[src/rtl/toothless_pkg.sv]
// Shared fetch-front-end constants.
// Latency: n/a (constants only).
// Backpressure: n/a.
package toothless_pkg;

    // Default prefetch depth; also bounds the number of outstanding fetches.
    localparam int FETCH_FIFO_DEPTH = 4;

    // Instructions are word aligned: the low address bits are always zero.
    localparam int INSTR_ALIGN_BITS = 2;

endpackage

[src/rtl/fetch_fifo.sv]
// Synchronous FIFO with single-cycle flush, pointer-based with a wrap bit.
// Latency: a push is visible on rdata_o the cycle after it is written (registered head).
// Backpressure: full_o/empty_o; push at full is legal only together with a pop.
// Ports: clk, rst (sync, active high), flush_i (empties the FIFO, wins over push/pop),
//        push_i/wdata_i write side, pop_i/rdata_o read side, empty_o, full_o, count_o.
module fetch_fifo
    import toothless_pkg::*;
#(
    parameter int WIDTH = 8,
    parameter int DEPTH = FETCH_FIFO_DEPTH
) (
    input  logic                     clk,
    input  logic                     rst,
    input  logic                     flush_i,
    input  logic                     push_i,
    input  logic [WIDTH-1:0]         wdata_i,
    input  logic                     pop_i,
    output logic [WIDTH-1:0]         rdata_o,
    output logic                     empty_o,
    output logic                     full_o,
    output logic [$clog2(DEPTH):0]   count_o
);

    localparam int AW = $clog2(DEPTH);

    logic [AW:0]       wr_ptr_q, wr_ptr_d;
    logic [AW:0]       rd_ptr_q, rd_ptr_d;
    logic [WIDTH-1:0]  mem_q [DEPTH];
    logic              push_ok;
    logic              pop_ok;

    // Pointers differ only in the wrap bit when full.
    assign empty_o = (wr_ptr_q == rd_ptr_q);
    assign full_o  = (wr_ptr_q[AW] != rd_ptr_q[AW]) &&
                     (wr_ptr_q[AW-1:0] == rd_ptr_q[AW-1:0]);
    assign count_o = wr_ptr_q - rd_ptr_q;
    assign rdata_o = mem_q[rd_ptr_q[AW-1:0]];

    // A pop in the same cycle frees the slot, so push at full is accepted then.
    assign push_ok = push_i && (!full_o || pop_i);
    assign pop_ok  = pop_i && !empty_o;

    always_comb begin
        wr_ptr_d = wr_ptr_q;
        rd_ptr_d = rd_ptr_q;
        if (flush_i) begin
            wr_ptr_d = '0;
            rd_ptr_d = '0;
        end else begin
            if (push_ok) wr_ptr_d = wr_ptr_q + 1'b1;
            if (pop_ok)  rd_ptr_d = rd_ptr_q + 1'b1;
        end
    end

    always_ff @(posedge clk) begin
        if (rst) begin
            wr_ptr_q <= '0;
            rd_ptr_q <= '0;
        end else begin
            wr_ptr_q <= wr_ptr_d;
            rd_ptr_q <= rd_ptr_d;
        end
    end

    // Storage carries no reset; validity is tracked by the pointers alone.
    always_ff @(posedge clk) begin
        if (!rst && !flush_i && push_ok) begin
            mem_q[wr_ptr_q[AW-1:0]] <= wdata_i;
        end
    end

    a_no_overflow: assert property (@(posedge clk) disable iff (rst)
        !(push_i && full_o && !pop_i));

endmodule

[src/rtl/instr_fetch_unit.sv]
// Pipelined instruction fetch with prefetch FIFO and redirect flush.
// Latency: grant in cycle t, rvalid in t+1, instr_valid_o in t+2 (no bypass).
// Backpressure: fetches stall when FIFO entries plus outstanding requests reach FIFO_DEPTH.
// Ports: clk/rst (sync, active high); instr_req_o/instr_addr_o/instr_gnt_i request channel;
//        instr_rvalid_i/instr_rdata_i in-order responses; instr_valid_o/instr_ready_i/
//        instr_o/instr_pc_o to execute; redirect_i/redirect_addr_i flush and refetch.
module instr_fetch_unit
    import toothless_pkg::*;
#(
    parameter int                    ADDR_WIDTH  = 32,
    parameter int                    INSTR_WIDTH = 32,
    parameter int                    FIFO_DEPTH  = FETCH_FIFO_DEPTH,
    parameter logic [ADDR_WIDTH-1:0] BOOT_ADDR   = '0
) (
    input  logic                   clk,
    input  logic                   rst,
    output logic                   instr_req_o,
    output logic [ADDR_WIDTH-1:0]  instr_addr_o,
    input  logic                   instr_gnt_i,
    input  logic                   instr_rvalid_i,
    input  logic [INSTR_WIDTH-1:0] instr_rdata_i,
    output logic                   instr_valid_o,
    input  logic                   instr_ready_i,
    output logic [INSTR_WIDTH-1:0] instr_o,
    output logic [ADDR_WIDTH-1:0]  instr_pc_o,
    input  logic                   redirect_i,
    input  logic [ADDR_WIDTH-1:0]  redirect_addr_i
);

    localparam int                    CW         = $clog2(FIFO_DEPTH) + 1;
    localparam logic [CW:0]           DEPTH_W    = (CW+1)'(FIFO_DEPTH);
    localparam logic [ADDR_WIDTH-1:0] INSTR_STEP = ADDR_WIDTH'(1 << INSTR_ALIGN_BITS);

    typedef struct packed {
        logic [ADDR_WIDTH-1:0]  pc;
        logic [INSTR_WIDTH-1:0] instr;
    } fetch_entry_t;

    logic                  rst_q;
    logic [ADDR_WIDTH-1:0] fetch_addr_q, fetch_addr_d;
    logic [ADDR_WIDTH-1:0] resp_pc_q, resp_pc_d;
    logic [CW-1:0]         outstanding_q, outstanding_d;
    logic [CW-1:0]         discard_q, discard_d;

    logic [CW-1:0]         fifo_count;
    logic [CW:0]           occupancy;
    logic                  fifo_empty;
    logic                  fifo_full;
    logic                  grant;
    logic                  push;
    logic                  pop;
    logic [ADDR_WIDTH-1:0] target;
    fetch_entry_t          wr_entry;
    fetch_entry_t          head;
    logic                  unused_addr_lsbs;

    assign unused_addr_lsbs = ^redirect_addr_i[INSTR_ALIGN_BITS-1:0];
    assign target = {redirect_addr_i[ADDR_WIDTH-1:INSTR_ALIGN_BITS], {INSTR_ALIGN_BITS{1'b0}}};

    // Every slot is reserved at issue time, so a response can never find the FIFO full.
    assign occupancy    = {1'b0, fifo_count} + {1'b0, outstanding_q};
    assign instr_req_o  = !rst_q && (occupancy < DEPTH_W) && !redirect_i;
    assign instr_addr_o = fetch_addr_q;
    assign grant        = instr_req_o && instr_gnt_i;

    // Responses that belong to a flushed path are dropped until discard drains.
    assign push     = instr_rvalid_i && (discard_q == '0) && !redirect_i;
    assign pop      = !fifo_empty && instr_ready_i;
    assign wr_entry = '{pc: resp_pc_q, instr: instr_rdata_i};

    always_comb begin
        fetch_addr_d  = fetch_addr_q;
        resp_pc_d     = resp_pc_q;
        discard_d     = discard_q;
        outstanding_d = outstanding_q + CW'(grant) - CW'(instr_rvalid_i);
        if (redirect_i) begin
            // No grant is possible here; what remains in flight after this
            // cycle's response is exactly what must be thrown away.
            fetch_addr_d = target;
            resp_pc_d    = target;
            discard_d    = outstanding_q - CW'(instr_rvalid_i);
        end else begin
            if (grant) fetch_addr_d = fetch_addr_q + INSTR_STEP;
            if (push)  resp_pc_d    = resp_pc_q + INSTR_STEP;
            if (instr_rvalid_i && (discard_q != '0)) discard_d = discard_q - 1'b1;
        end
    end

    always_ff @(posedge clk) begin
        if (rst) begin
            rst_q         <= 1'b1;
            fetch_addr_q  <= BOOT_ADDR;
            resp_pc_q     <= BOOT_ADDR;
            outstanding_q <= '0;
            discard_q     <= '0;
        end else begin
            rst_q         <= 1'b0;
            fetch_addr_q  <= fetch_addr_d;
            resp_pc_q     <= resp_pc_d;
            outstanding_q <= outstanding_d;
            discard_q     <= discard_d;
        end
    end

    fetch_fifo #(
        .WIDTH (ADDR_WIDTH + INSTR_WIDTH),
        .DEPTH (FIFO_DEPTH)
    ) u_fifo (
        .clk     (clk),
        .rst     (rst),
        .flush_i (redirect_i),
        .push_i  (push),
        .wdata_i (wr_entry),
        .pop_i   (pop),
        .rdata_o (head),
        .empty_o (fifo_empty),
        .full_o  (fifo_full),
        .count_o (fifo_count)
    );

    // Storage is unreset, so the head is masked to zero while empty.
    assign instr_valid_o = !fifo_empty;
    assign instr_o       = fifo_empty ? '0 : head.instr;
    assign instr_pc_o    = fifo_empty ? '0 : head.pc;

    a_no_spurious_rvalid: assert property (@(posedge clk) disable iff (rst)
        !(instr_rvalid_i && (outstanding_q == '0)));

    a_full_implies_no_req: assert property (@(posedge clk) disable iff (rst)
        !(fifo_full && instr_req_o));

endmodule

[config.mk]
export PLATFORM = sky130hd
export DESIGN_NAME = instr_fetch_unit
export DESIGN_NICKNAME = d
export VERILOG_FILES = /design/src/rtl/toothless_pkg.sv /design/src/rtl/fetch_fifo.sv /design/src/rtl/instr_fetch_unit.sv
export SDC_FILE = /design/constraint.sdc
export NUM_CORES = 1
export LEC_CHECK = 0
export CORE_MARGIN = 1.5
export CORE_UTILIZATION = 56
export DETAILED_ROUTE_END_ITERATION = 10
export GPL_TIMING_DRIVEN = 0
export PLACE_DENSITY = 0.82
export SETUP_SLACK_MARGIN = 0.5
export SLEW_MARGIN = 20
export SYNTH_ARGS = -nofsm -noshare
export SYNTH_HDL_FRONTEND = slang
export SYNTH_HIERARCHICAL = 1
export SYNTH_SLANG_ARGS = --single-unit
[constraint.sdc]
create_clock -name clk -period 3.8 [get_ports clk]
set_input_delay 0.57 -clock clk [delete_from_list [all_inputs] [get_ports clk]]
set_output_delay 0.57 -clock clk [all_outputs]
set_load 0.02 [all_outputs]
== After elaboration in Yosys (flattened, before gate mapping) ==
Memories as Yosys holds them, arrays and structs flattened. A register that Yosys moved wholly into a read port is not among the register bits.
Index checks and enable logic that the tools add are counted.

* Input port bits: 70
* Register bits: 77
* RAM bits: 256
* Word-level logic and storage cells: 61
* Memories kept: 1
* Output and inout bits: 98

* Order comparisons: 1
* Add/subtract/negate cells: 10
* Reductions and logical operators: 24
* Equal/unequal tests: 3
* Multiplexer cells: 13

{| class="wikitable"
|+ Memory list
! name !! words !! bits a word !! read ports !! clocked after memory_dff !! write ports !! line !! text
|-
| u_fifo.mem_q || 4 || 64 || 1 || 1 || 1 || fetch_fifo.sv:28 || <nowiki>logic [WIDTH-1:0] mem_q [DEPTH];</nowiki>
|}

{| class="wikitable"
|+ Operators with widths
! cell !! number
|-
| $mux 32 || 6
|-
| $add 32x3->32 const B || 2
|-
| $logic_and 1x1->1 || 12
|-
| $add 3x1->3 const B || 2
|-
| $mux 3 || 2
|-
| $reduce_bool 2->1 || 3
|-
| $sub 3x1->3 || 2
|-
| $logic_not 1->1 || 5
|-
| $add 3x3->4 || 1
|-
| $lt 4x3->1 const B || 1
|-
| $mux 2 || 2
|-
| $add 3x1->3 || 1
|-
| $eq 3x3->1 || 1
|-
| $logic_not 3->1 || 1
|-
| $mux 1 || 3
|-
| $reduce_bool 3->1 || 1
|-
| $sub 3x1->3 const B || 1
|-
| $sub 3x3->3 || 1
|-
| $eq 2x2->1 || 1
|-
| $reduce_or 2->1 || 1
|-
| $logic_or 1x1->1 || 1
|-
| $ne 1x1->1 || 1
|}

== Longest topological paths before layout ==
* Depth after elaboration: 8
* Gate-level depth with buffers: 15
* Gate-level depth less buffers: 14

== Hierarchy ==
The synthesis kept the hierarchy.

{| class="wikitable"
|+ By module, submodules not included
! module !! seq. area each (µm²) !! cells an instance !! instances !! area an instance (µm²)
|-
| fetch_fifo || 7847.5 || 394 || 1 || 9740.6
|-
| instr_fetch_unit || 1341.3 || 522 || 1 || 4247.8
|}

== Worst setup path after synthesis ==
Ideal clock, no wire load.

* Path kind: reg2reg
* From: register u_fifo.wr_ptr_q[0]
* To: register outstanding_q[2]
* Path buffers: 1
* Arrival time: 3219 ps
* Setup slack: 453 ps
* Data required time: 3672 ps
* Stages on the path, launching flop included: 16
* Path through: dfxtp_1 -> inv_1 -> ha_1 -> fa_1 -> xnor2_1 -> ha_1 -> nor2_1 -> nand4_1 -> clkbuf_1 -> ha_1 -> inv_1 -> ha_1 -> fa_1 -> xnor2_1 -> xnor2_1 -> nor2_1

* Word-level cells in the longest chain between the ends: 8

{| class="wikitable"
|+ RTL lines
! element !! line !! text
|-
| start: declaration || fetch_fifo.sv:26 || <nowiki>logic [AW:0] wr_ptr_q, wr_ptr_d;</nowiki>
|-
| start signal: assignment || fetch_fifo.sv:60 || <nowiki>wr_ptr_q <= wr_ptr_d;</nowiki>
|-
| $sub 3x3->3 || fetch_fifo.sv:36 || <nowiki>assign count_o = wr_ptr_q - rd_ptr_q;</nowiki>
|-
| named net fifo_count[2] || instr_fetch_unit.sv:45 || <nowiki>logic [CW-1:0] fifo_count;</nowiki>
|-
| $add 3x3->4 || instr_fetch_unit.sv:61 || <nowiki>assign occupancy = {1'b0, fifo_count} + {1'b0, outstanding_q};</nowiki>
|-
| $lt 4x3->1 || instr_fetch_unit.sv:62 || <nowiki>assign instr_req_o = !rst_q && (occupancy < DEPTH_W) && !redirect_i;</nowiki>
|-
| $logic_and 1x1->1 (2 in series) || instr_fetch_unit.sv:62 ||
|-
| $logic_and 1x1->1 || instr_fetch_unit.sv:64 || <nowiki>assign grant = instr_req_o && instr_gnt_i;</nowiki>
|-
| $add 3x1->3 || instr_fetch_unit.sv:75 || <nowiki>outstanding_d = outstanding_q + CW'(grant) - CW'(instr_rvalid_i);</nowiki>
|-
| $sub 3x1->3 || instr_fetch_unit.sv:75 ||
|-
| end signal: assignment || instr_fetch_unit.sv:100 || <nowiki>outstanding_q <= outstanding_d;</nowiki>
|-
| end: declaration || instr_fetch_unit.sv:42 || <nowiki>logic [CW-1:0] outstanding_q, outstanding_d;</nowiki>
|}

The timed path passes the listed nets, and every way through them passes these cells.
A chain may end at the register's enable or synchronous reset.

== Worst setup path after layout ==
* From: register u_fifo.rd_ptr_q[0]
* To: register fetch_addr_q[4] (netlist: instr_addr_o[4])

* Word-level cells in the longest chain between the ends: 7

{| class="wikitable"
|+ RTL lines
! element !! line !! text
|-
| start: declaration || fetch_fifo.sv:27 || <nowiki>logic [AW:0] rd_ptr_q, rd_ptr_d;</nowiki>
|-
| start signal: assignment || fetch_fifo.sv:61 || <nowiki>rd_ptr_q <= rd_ptr_d;</nowiki>
|-
| $sub 3x3->3 || fetch_fifo.sv:36 ||
|-
| named net fifo_count[2] || instr_fetch_unit.sv:45 ||
|-
| $add 3x3->4 || instr_fetch_unit.sv:61 ||
|-
| $lt 4x3->1 || instr_fetch_unit.sv:62 ||
|-
| $logic_and 1x1->1 (2 in series) || instr_fetch_unit.sv:62 ||
|-
| $logic_and 1x1->1 || instr_fetch_unit.sv:64 ||
|-
| $reduce_bool 2->1 (no line) || - ||
|-
| end signal: assignment || instr_fetch_unit.sv:98 || <nowiki>fetch_addr_q <= fetch_addr_d;</nowiki>
|-
| end: declaration || instr_fetch_unit.sv:40 || <nowiki>logic [ADDR_WIDTH-1:0] fetch_addr_q, fetch_addr_d;</nowiki>
|}

The timed path passes the listed nets, and every way through them passes these cells.

==> impl_metrics.ini <==
[worst_setup_path]
reg2reg_from = u_fifo/rd_ptr_q[0]
cp_max_fo = 4
critPathArrivalTime_ns = 3.73
startpoint_type = flop
cp-startpoint = u_fifo/rd_ptr_q[0]
crit_end = instr_addr_o[4]
crit_type = reg2reg
rrSetupSlack_ns = 0.45
reg2reg_depth = 17
cp.required_ns = 4.17
end_kind = flop
reg2reg_to = instr_addr_o[4]

[routing]
met1_length_um = 12500
route.detailed.wl_per_inst_um = 20.5
ant_nets = 0
drcViolationCount = 0
wl_met3_um = 2180
drt_iter0_drc = 786
wirelength_um = 30700
wl_met2_um = 15200
dr_total_vias = 8631
drtPass1Iterations = 5
top_layer = met4
vias_per_cell = 5.77

[placement]
place_hpwl_um = 19200
pre_cts_slack_ns = 0.244
placed_cells = 1415
place_congestion = 0.868
port_buffers = 163

[sta]
fin_crit_sh_pct = 88.2
hold_slack_ns = 0.500
slew_violations = 0
finalWorstPathRequiredPeriod_ns = 3.35
skew_ns = 0.0207
finalHoldViolCount = 0
fmax_ghz = 0.298
slew_headroom_pct = 28.1
rsz0062_at_grt = yes
worst_pin_slew_ns = 1.07
setup_viol_count_final = 0
finalWorstSetupSlack_ns = 0.447

[power_and_ir_drop]
internal_power_w = 0.00617
clockPowerShare_pct = 40.1
p_comb_share_pct = 8.1
leakage_nw = 6.09
switchingPower_w = 0.00173
ir_drop_mv = 0.262
cellPowerDensity_nw_per_um2 = 449
switching_share_pct = 21.9
power_frac_seq_pct = 51.7

[final_layout]
final_cells = 1497
fillCellCount = 1528
multiInputGateArea_um2 = 4540
seqCellArea_um2 = 9190
antenna_cells = 0
synthToLayoutAreaGrowth_pct = 25.8
drive_gt1_share_pct = 17.3
final_nets = 1240

[synthesis]
synth_cells = 915
syn_area_um2 = 14000
synth_area_per_cell_um2 = 15.3
yosysWarnings = 6

[global_route]
grt.overflow.total = 0
grt_max_degree = 46
grt_pass1_wl_um = 47300
antenna_found_initial = 0
grt_use_total_pct = 23.8
grt_pass1_vias = 8601

[die]
die_w_um = 161
dieArea_um2 = 25900
io_pins = 168
rows = 57
core_um2 = 24400
die_y_um = 161
start_util_pct = 57.3

[clock_tree]
clk-insertion-delay-late_ns = 0.51
htree_levels = 2
cts_tree = done
clkTransAtPathRegs_ns = 0.06
cts_buffers = 34
cts_max_path_buffers = 3
clock-sinks = 331
cts-root-buf = clkbuf_16
cts_hold_buf = 0

[worst_hold_path]
hold_class = reg2reg

[job]
maxCapViolations = 0

[status]
status = completed
state kept, by name (all words and copies together), names as in the netlist, named ones only:
name             count
u_fifo/mem_q       256
instr_addr_o        30
resp_pc_q           30
discard_q            3
outstanding_q        3
u_fifo/rd_ptr_q      3
u_fifo/wr_ptr_q      3
rst_q                1
metrics by stage:
stage | power, W | util, % | cell area, µm² | setup TNS (ns)
floorplan | 0.00443 | - | 14000 | 0
global placement | 0.00468 | 65.8 | 16100 | -61.17
detailed placement | 0.00470 | 66.3 | 16200 | 0
CTS | 0.00790 | 71.4 | 17400 | 0
global route | 0.00815 | 72.2 | 17600 | 0
finish | 0.00789 | 72.2 | 17600 | 0
per-layer routing:
metal  up-vias  GRT usage [%]
li1       3925              -
met1      4276           32.1
met2       376           40.4
met3        54           3.49
met4         0           7.03
met5         -              0
worst min path at each step:
stage / end / slack [ns] / from / depth (start not counted)
6_report: u_fifo/wr_ptr_q[1] / 0.50 / u_fifo/wr_ptr_q[1] / 2
2_1_floorplan: u_fifo/mem_q[0][61] / 0.46 / resp_pc_q[29] / 0
3_3_place_gp: u_fifo/wr_ptr_q[0] / 0.49 / u_fifo/wr_ptr_q[0] / 2
3_5_place_dp: u_fifo/wr_ptr_q[0] / 0.51 / u_fifo/wr_ptr_q[0] / 2
5_1_grt: u_fifo/wr_ptr_q[1] / 0.51 / u_fifo/wr_ptr_q[1] / 2
4_1_cts: u_fifo/wr_ptr_q[1] / 0.53 / u_fifo/wr_ptr_q[1] / 2
cell usage in the layout (no fill, tap or decap), types with 4 or more instances in the layout:
cell and n:
and3_1 10, a21boi_1 12, nor2_1 25, o31a_1 9, clkbuf_16 37, ha_1 13, nor3_1 14, buf_4 32
clkbuf_1 27, buf_2 8, nor2b_1 68, mux4_2 64, clkinv_2 7, mux2i_1 9, xnor2_1 26, conb_1 10
nor4_2 7, a211oi_1 6, and3_4 4, o21a_1 7, nand3_1 22, dfxtp_1 73, xor2_1 25, nand2_1 28
and4_1 4, a21oi_1 31, clkdlybuf4s50_1 146, edfxtp_1 256, nor4_1 4, a21boi_0 25, clkbuf_2 5, nand4_1 24
and2_1 4, inv_1 47, nand4b_1 4, o211ai_1 4, dlymetal6s2s_1 16
power by group through the flow:
stage	clock network (W)	logic (W)	registers, W
after floorplan	0	0.000283	0.00415
after global placement	0	0.000536	0.00415
after detailed placement	0	0.000548	0.00415
after CTS	0.00322	0.000601	0.00408
after global routing	0.00337	0.000693	0.00410
final	0.00317	0.000641	0.00409
repair_timing:
| action | in CTS | in global routing |
|---|---|---|
| pin swaps | 6 | 12 |
| endpoints found under the hold margin | 0 | 0 |
| buffers inserted | 14 | 10 |
| gates resized for setup | 31 | 35 |
| endpoints found under the setup margin | 240 | 55 |
worst max-delay path, stage by stage, from the launching register on:
cell and delay [ns]:
dfxtp_1 0.36, ha_4 0.19, fa_2 0.40, xnor2_2 0.15, ha_2 0.20, nor3_4 0.29
nand4_1 0.17, buf_4 0.16, buf_4 0.12, buf_4 0.12, buf_4 0.12, buf_4 0.12
buf_4 0.12, buf_4 0.12, buf_4 0.12, mux2i_1 0.12, a221oi_2 0.26, nor2_1 0.08
final cells by class:
class / count / area share (%)
multi-input combinational: 497 / 25.8
inverter: 49 / 1.06
clock buffer: 46 / 5.51
tap: 324 / 2.30
timing repair buffer: 191 / 11.1
buffer: 47 / 1.51
clock inverter: 12 / 0.498
sequential: 331 / 52.2
(Power assumes the default switching activity.)
